--- src/rtl/dmem_arbiter.sv ---
// Two-port valid/ready arbiter in front of the single-port data memory, with bounded m1 lock bursts.
// Define DMEM_ARB_RR_EN for round-robin tie-breaking; default build is fixed priority (m0 wins ties).
module dmem_arbiter #(
   parameter int AW       = 32,
   parameter int DW       = 32,
   parameter int LOCK_MAX = 8
) (
   input  logic          clk_i,
   input  logic          rst_i,
   input  logic          m0_valid_i,
   output logic          m0_ready_o,
   input  logic          m0_we_i,
   input  logic [AW-1:0] m0_addr_i,
   input  logic [DW-1:0] m0_wdata_i,
   output logic          m0_rvalid_o,
   output logic [DW-1:0] m0_rdata_o,
   input  logic          m1_valid_i,
   output logic          m1_ready_o,
   input  logic          m1_we_i,
   input  logic [AW-1:0] m1_addr_i,
   input  logic [DW-1:0] m1_wdata_i,
   input  logic          m1_lock_i,
   output logic          m1_rvalid_o,
   output logic [DW-1:0] m1_rdata_o,
   output logic          mem_we_o,
   output logic [AW-1:0] mem_a_o,
   output logic [DW-1:0] mem_wd_o,
   input  logic [DW-1:0] mem_rd_i
);

   localparam int BW = $clog2(LOCK_MAX + 1);
   localparam logic [BW-1:0] BEATS_MAX = BW'(LOCK_MAX);

   logic          locked_q, locked_d;
   logic [BW-1:0] beats_q, beats_d;
   logic          m0_rvalid_q, m0_rvalid_d;
   logic          m1_rvalid_q, m1_rvalid_d;
   logic [DW-1:0] m0_rdata_q, m0_rdata_d;
   logic [DW-1:0] m1_rdata_q, m1_rdata_d;
   logic          gnt0, gnt1, force_rel;
`ifdef DMEM_ARB_RR_EN
   logic          rr_last_q, rr_last_d;
`endif

   // A grant is only ever given to a valid requester, so grant == accept.
   always_comb begin
      gnt0      = 1'b0;
      gnt1      = 1'b0;
      force_rel = 1'b0;
      if (locked_q && (beats_q == BEATS_MAX)) begin
         force_rel = 1'b1;
         if (m0_valid_i)      gnt0 = 1'b1;
         else if (m1_valid_i) gnt1 = 1'b1;
      end else if (locked_q && m1_valid_i) begin
         gnt1 = 1'b1;
      end else begin
`ifdef DMEM_ARB_RR_EN
         if (m0_valid_i && m1_valid_i) begin
            gnt0 = rr_last_q;
            gnt1 = ~rr_last_q;
         end else begin
            gnt0 = m0_valid_i;
            gnt1 = m1_valid_i;
         end
`else
         gnt0 = m0_valid_i;
         gnt1 = m1_valid_i & ~m0_valid_i;
`endif
      end
      if (rst_i) begin
         gnt0 = 1'b0;
         gnt1 = 1'b0;
      end
   end

   always_comb begin
      locked_d = locked_q;
      beats_d  = beats_q;
      if (force_rel) begin
         locked_d = 1'b0;
         beats_d  = '0;
      end else if (gnt1) begin
         if (m1_lock_i) begin
            locked_d = 1'b1;
            if (beats_q != BEATS_MAX) beats_d = beats_q + 1'b1;
         end else begin
            locked_d = 1'b0;
            beats_d  = '0;
         end
      end else if (locked_q && !m1_valid_i) begin
         locked_d = 1'b0;
         beats_d  = '0;
      end
   end

`ifdef DMEM_ARB_RR_EN
   always_comb begin
      rr_last_d = rr_last_q;
      if (gnt0)      rr_last_d = 1'b0;
      else if (gnt1) rr_last_d = 1'b1;
   end
`endif

   always_comb begin
      m0_rvalid_d = gnt0 & ~m0_we_i;
      m1_rvalid_d = gnt1 & ~m1_we_i;
      m0_rdata_d  = m0_rvalid_d ? mem_rd_i : m0_rdata_q;
      m1_rdata_d  = m1_rvalid_d ? mem_rd_i : m1_rdata_q;
   end

   always_ff @(posedge clk_i or posedge rst_i) begin
      if (rst_i) begin
         locked_q    <= 1'b0;
         beats_q     <= '0;
         m0_rvalid_q <= 1'b0;
         m1_rvalid_q <= 1'b0;
         m0_rdata_q  <= '0;
         m1_rdata_q  <= '0;
      end else begin
         locked_q    <= locked_d;
         beats_q     <= beats_d;
         m0_rvalid_q <= m0_rvalid_d;
         m1_rvalid_q <= m1_rvalid_d;
         m0_rdata_q  <= m0_rdata_d;
         m1_rdata_q  <= m1_rdata_d;
      end
   end

`ifdef DMEM_ARB_RR_EN
   // Reset to m1 so m0 wins the first tie.
   always_ff @(posedge clk_i or posedge rst_i) begin
      if (rst_i) rr_last_q <= 1'b1;
      else       rr_last_q <= rr_last_d;
   end
`endif

   assign m0_ready_o  = gnt0;
   assign m1_ready_o  = gnt1;
   assign mem_we_o    = (gnt0 & m0_we_i) | (gnt1 & m1_we_i);
   assign mem_a_o     = gnt1 ? m1_addr_i  : m0_addr_i;
   assign mem_wd_o    = gnt1 ? m1_wdata_i : m0_wdata_i;
   assign m0_rvalid_o = m0_rvalid_q;
   assign m1_rvalid_o = m1_rvalid_q;
   assign m0_rdata_o  = m0_rdata_q;
   assign m1_rdata_o  = m1_rdata_q;

endmodule

--- config.mk ---
export PLATFORM = sky130hd
export DESIGN_NAME = dmem_arbiter
export DESIGN_NICKNAME = d
export VERILOG_FILES = /design/src/rtl/dmem_arbiter.sv
export SDC_FILE = /design/constraint.sdc
export NUM_CORES = 1
export LEC_CHECK = 0
export CORE_ASPECT_RATIO = 0.9
export CORE_MARGIN = 4
export CORE_UTILIZATION = 30
export CTS_CLUSTER_SIZE = 28
export DETAILED_ROUTE_END_ITERATION = 12
export GPL_ROUTABILITY_DRIVEN = 0
export PLACE_DENSITY = 0.74
export REMOVE_ABC_BUFFERS = 1
export SETUP_SLACK_MARGIN = 0.5
export SKIP_CTS_REPAIR_TIMING = 1
export SLEW_MARGIN = 20
export SYNTH_ARGS = -nofsm -noshare
export SYNTH_HDL_FRONTEND = slang
export SYNTH_SLANG_ARGS = --single-unit
--- constraint.sdc ---
create_clock -name clk_i -period 2.4 [get_ports clk_i]
set_input_delay 0.36 -clock clk_i [delete_from_list [all_inputs] [get_ports clk_i]]
set_output_delay 0.36 -clock clk_i [all_outputs]
set_load 0.02 [all_outputs]
==> impl_metrics.ini, run 1 <==
[power]
ir_drop_uv = 481
p_leak_nw = 3.58
p_switching_mw = 1.54
combPwrFrac_pct = 40.2
swShare_pct = 30.3
power_density_nw_per_um2 = 646
intPower_mw = 3.55
clock_power_share_pct = 28.8
p_seq_share_pct = 31.0

[synthesis]
synthXorXnorAreaFrac_pct = 0.234
netlist_instances = 249
muxShareOfSynthArea_pct = 41.9
ys_warn_count = 0
synth_cell_types = 32
synth-compound-area-share_pct = 2.60
yosysSeqAreaShare_pct = 47.4
synth-seq-cells = 71
avgSynthCellArea_sq_um = 15.1
synth_top_cell_area_share_pct = 47.4
synth.top_cells.by_area = dfrtp_1 47%, mux2_2 30%, mux2_4 12%
synth_top_family_by_area = multiplexers
synthAdderAreaFrac_pct = 0.668
yosys.area_share.simple_pct = 2.84
yosysTopAreaCell = dfrtp_1
syn-cell-area_sq_um = 3750

[floorplan]
core_sq_um = 12100
num_rows = 38
initial_core_util_pct = 30.9
io_pins = 300
dieArea_sq_um = 14400
dieWidth_um = 126
die_h_um = 114

[setup_path]
crit_path_end_kind = output pin
crit_arrival_ns = 2.10
required_ns = 2.04
path_class = flip-flop to output pin
crit_fanout = 7
start_kind = flip-flop

[timing]
drv_slew = 0
fin_crit_sh_pct = 102
fin_hold_ws_ns = 0.503
worst_slack_ns = -0.0554
worstMarginPinSlew_ns = 0.422
period_minus_slack_ns = 2.46
fmax_ghz = 0.407
rsz0062_at_grt = true
hold_viol_final = 0
slew_headroom_pct = 71.9
fin_skew_ns = 0.00960
final-setup-viol-count = 25

[run]
cap_violations = 0

[run_status]
status = complete, but fails checks
violations = negative setup slack

[final_layout]
design_area_sq_um = 7880
fin_nets = 753
mostFrequentLayoutCells = 232 x clkdlybuf4s50_1, 71 x dfrtp_1, 70 x mux2_4
stdcell_count = 750
area_delta_synth_final_pct = 110
finish.utilization_pct = 65.0
final_common_cell = clkdlybuf4s50_1
drive_gt1_share_pct = 45.0

[placed_design]
dpl.cell_count = 716
place.detailed.hpwl_um = 14500
place_ws_ns = -0.430
io_buffers = 299
postPlaceCellArea_sq_um = 7020

[drt]
routed_wl_um = 18300
drtIter0Drc = 153
viasPerCell = 4.81
drc = 0
routedWlPerCell_um = 24.4
first_pass_iters = 4
routed-via-count = 3607
drtAntennaViolNets = 0

[clock_tree]
clk_path_buf_depth = 2
cts_max_level = 3
cts_tree = yes
numCtsBuffers = 9
clk_latency_ns = 0.33
clk_pin_slew_ns = 0.06
clock-sinks = 71
cts_root_buf = clkbuf_16

[grt]
grt_max_degree = 45
grt_pass1_wl_um = 24300
overflow = 0
antenna_found_initial = 5
grt_usage_pct = 23.0
grt_pass1_vias = 3812

[worst_hold_path]
hold_path_class = flip-flop to flip-flop
==> layout make-up <==
type                       instances  area, sq um
antenna                            1         2.50
timing repair buffer             337         3510
inverter                           7         28.8
fill                             905         4240
clock inverter                     7          103
multi-input combinational        158         2040
sequential                        71         1780
clock buffer                       9          225
tap                              160          200
==> critical path, stage by stage, from the launching register on <==
cell      delay [ns]
dfrtp_1         0.39
inv_2           0.08
ha_4            0.15
nand3b_4        0.08
a21o_4          0.25
nand2_8         0.12
buf_12          0.13
buf_8           0.11
mux2_4          0.30
buf_6           0.14
==> flip-flops by register name (all words and copies together), names as in the netlist <==
register	flops
m0_rdata_o	32
m1_rdata_o	32
beats_q	4
locked_q	1
m0_rvalid_o	1
m1_rvalid_o	1
==> stage by stage <==
| stage | power (mW) | TNS (ns) |
|---|---|---|
| global route | 5.27 | -3.75 |
| finish | 5.09 | -0.540 |
| floorplan | 2.42 | -66.67 |
| detailed placement | 3.53 | -20.89 |
| global placement | 3.49 | -20.20 |
| CTS | 5.01 | -35.89 |
==> path summary, 6_finish.rpt <==
check                               startpoint        endpoint  slack, ns  cells past startpoint
worst max-delay path                beats_q[1]      mem_a_o[0]      -0.06                      9
worst min-delay path            m1_rdata_o[11]  m1_rdata_o[11]       0.50                      1
worst max register to register      beats_q[1]  m0_rdata_o[30]       0.31                      8
worst min register to register  m1_rdata_o[11]  m1_rdata_o[11]       0.50                      1
max in group asynchronous                rst_i  m0_rdata_o[22]       1.33                      4
min in group asynchronous                rst_i  m0_rdata_o[28]       0.55                      3
==> metal layers <==
| metal | wire [um] | global-route usage [%] | vias to the layer above | part of all wire, % |
|---|---|---|---|---|
| met1 | 7110 | 25.8 | 1753 | 39 |
| met3 | 1750 | 11.0 | 41 | 9.6 |
| met5 | 46 | 0 | - | 0.25 |
| li1 | - | - | 1588 | - |
| met2 | 8700 | 37.7 | 217 | 47 |
| met4 | 722 | 10.2 | 8 | 3.9 |
==> cells in the mapped netlist <==
master and count:
inv_1 7, buf_4 6, a22o_2 1, ha_1 2, and3_1 1, xnor2_1 1
a21oi_1 1, buf_2 4, nand3b_1 1, mux2_2 100, a221o_1 1, and2b_1 1
mux2_4 29, o21ai_0 1, nand2_1 2, a21o_2 1, a211oi_1 1, nand3_1 2
and3b_1 1, a311oi_4 1, dfrtp_1 71, and3b_2 1, a32o_1 1, mux2i_1 1
buf_12 3, o2bb2ai_1 1, nor2b_1 2, and4_2 1, buf_6 1, nand2b_1 1
a31oi_1 1, nand3b_4 1
==> kinds of logic (layout without fill, tap and decap cells) <==
group | after synthesis | after routing
AOI/OAI and AO/OA | 10 | 10
adders and majority gates | 2 | 2
and+or+nand+nor | 14 | 15
other | 0 | 1
buffers and inverters | 21 | 360
DFF | 71 | 71
muxes | 130 | 130
xor gates and xnor gates | 1 | 1
==> power groups by stage <==
stage | Combinational (mW) | Sequential, mW | Clock, mW
2_1_floorplan | 0.550 | 1.87 | 0
3_3_place_gp | 1.91 | 1.58 | 0
3_5_place_dp | 1.94 | 1.59 | 0
4_1_cts | 1.95 | 1.57 | 1.49
5_1_grt | 2.13 | 1.60 | 1.54
6_report | 2.05 | 1.58 | 1.47
Power figures use the tool's default switching activity.
==> run 2: changes to the inputs <==
- CTS_CLUSTER_DIAMETER: not set -> 60
==> results of run 2 <==
Same layout as run 1: the final DEF is identical, and so are final timing and power.
==> run 3: changes to the inputs <==
--- a/constraint.sdc
+++ b/constraint.sdc
@@ -3,2 +3,2 @@
 set_output_delay 0.36 -clock clk_i [all_outputs]
-set_load 0.02 [all_outputs]
+set_load 0.05 [all_outputs]
==> run 3 against run 2 <==
Compared with the run above:
- the flow still finishes with violations (negative setup slack)
- first-iteration DRC count fell by 3.3%
- clock power fell by 8%
- combinational power rose by 45%
- fmax fell by 2.0%
- clock-buffer cell count rose by 1
- sequential cell count did not move
- via count fell by 0.53%
- sequential power barely moved
- utilization rose by 3.8 points
- non-clock buffer count fell by 5
- wire length rose by 5.8%
- final cell count fell by 0.80%
==> impl_metrics.ini, run 3 (same netlist as run 1, synthesis figures left out) <==
[run_status]
status = complete, but fails checks
violations = negative setup slack

[grt]
antenna_found_initial = 8
grt_pass1_wl_um = 24400
grt_pass1_vias = 3862
grt_max_degree = 45
overflow = 0
grt_usage_pct = 23.1

[clock_tree]
clk_path_buf_depth = 2
cts_root_buf = clkbuf_16
clk_pin_slew_ns = 0.06
numCtsBuffers = 9
cts_tree = yes
clk_latency_ns = 0.32
cts_max_level = 3
clock-sinks = 71

[power]
power_density_nw_per_um2 = 708
p_switching_mw = 2.31
swShare_pct = 39.0
combPwrFrac_pct = 50.3
clock_power_share_pct = 22.9
p_seq_share_pct = 26.9
intPower_mw = 3.60
ir_drop_uv = 369
p_leak_nw = 4.00

[setup_path]
ff2ff_setup_slack_ns = 0.40
required_ns = 2.04
path_class = flip-flop to output pin
path_delay_family = buffers and inverters
crit_path_end_kind = output pin
start_kind = flip-flop
crit_slowest_cell = dfrtp_1
crit_buf_inv = 3
crit_arrival_ns = 2.14
crit_fanout = 8
slowest_delay_ns = 0.40
path_cells = inv_2 -> ha_4 -> nand3b_4 -> a21o_4 -> nand2_4 -> buf_6 -> mux2_2 -> buf_12

[floorplan]
initial_core_util_pct = 30.9
dieArea_sq_um = 14400
num_rows = 38
dieWidth_um = 126
die_h_um = 114
core_sq_um = 12100
io_pins = 300

[timing]
drv_slew = 0
fin_skew_ns = 0.00517
fin_crit_sh_pct = 104
rsz0062_at_grt = true
fmax_ghz = 0.399
hold_viol_final = 0
period_minus_slack_ns = 2.50
worstMarginPinSlew_ns = 0.562
final-setup-viol-count = 65
fin_hold_ws_ns = 0.506
worst_slack_ns = -0.104
slew_headroom_pct = 62.5

[placed_design]
io_buffers = 299
place.detailed.hpwl_um = 14400
place_ws_ns = -0.0416
postPlaceCellArea_sq_um = 7180

[final_layout]
drive_gt1_share_pct = 44.3
mostFrequentLayoutCells = 213 x clkdlybuf4s50_1, 91 x mux2_4, 71 x dfrtp_1
fin_nets = 748
design_area_sq_um = 8340
diodes = 0
n_fill_cell = 838
final_common_cell = clkdlybuf4s50_1
area_delta_synth_final_pct = 123

[drt]
routed_wl_um = 19400
first_pass_iters = 4
viasPerCell = 4.82
routed-via-count = 3588
routedWlPerCell_um = 26.1
drtIter0Drc = 148
drc = 0
drtAntennaViolNets = 0

[worst_hold_path]
hold_path_class = flip-flop to flip-flop

[run]
cap_violations = 0
## run 3: layout make-up
type                    instances  area [sq um]  share of cell area (%)
inverters                       7          26.3                   0.315
repair buffers                332          3940                    47.2
clock inverters                 6          66.3                   0.795
clock buffers                  10           239                    2.86
multi-input cells             158          2100                    25.1
flip-flops and latches         71          1780                    21.3
well taps                     160           200                    2.40
## run 3: metal layers
layer | part of all wire, % | up-vias | GRT usage (%)
met5 | 0.57 | - | 0
met4 | 3.6 | 16 | 8.01
met3 | 10 | 53 | 10.6
met2 | 49 | 216 | 39.5
met1 | 37 | 1729 | 25.5
li1 | - | 1574 | -
## run 3: worst register-to-register path, cell delays in order (launching register included)
cell	delay [ns]
dfrtp_1	0.40
inv_2	0.09
ha_4	0.14
nand3b_4	0.10
a311oi_4	0.32
and2b_4	0.32
clkbuf_16	0.21
mux2_4	0.31
## run 3: stage by stage
step | std cells | util [%] | total power, mW | TNS (ns)
CTS | 723 | 61.7 | 5.71 | -17.83
detailed placement | 707 | 59.2 | 4.35 | -0.135
floorplan | 235 | - | 3.16 | -80.58
global placement | 707 | 59.2 | 4.30 | -0.122
finish | 744 | 68.8 | 5.91 | -4.76
global route | 744 | 68.8 | 6.10 | -8.90
## run 3: power by group through the flow
stage,sequential [mW],clock [mW],combinational [mW]
2_1_floorplan,2.41,0,0.745
3_3_place_gp,1.58,0,2.73
3_5_place_dp,1.59,0,2.75
4_1_cts,1.58,1.37,2.76
5_1_grt,1.62,1.43,3.05
6_report,1.59,1.35,2.97
## run 3: path summary, 6_finish.rpt
| kind | from | to | cells past startpoint |
|---|---|---|---|
| worst max-delay path | beats_q[0] | mem_wd_o[16] | 8 |
| worst min-delay path | m1_rdata_o[4] | m1_rdata_o[4] | 1 |
| worst max register to register | beats_q[0] | m0_rdata_o[15] | 7 |
| worst min register to register | m1_rdata_o[4] | m1_rdata_o[4] | 1 |
| max in group asynchronous | rst_i | m0_rdata_o[1] | 4 |
| min in group asynchronous | rst_i | beats_q[0] | 3 |
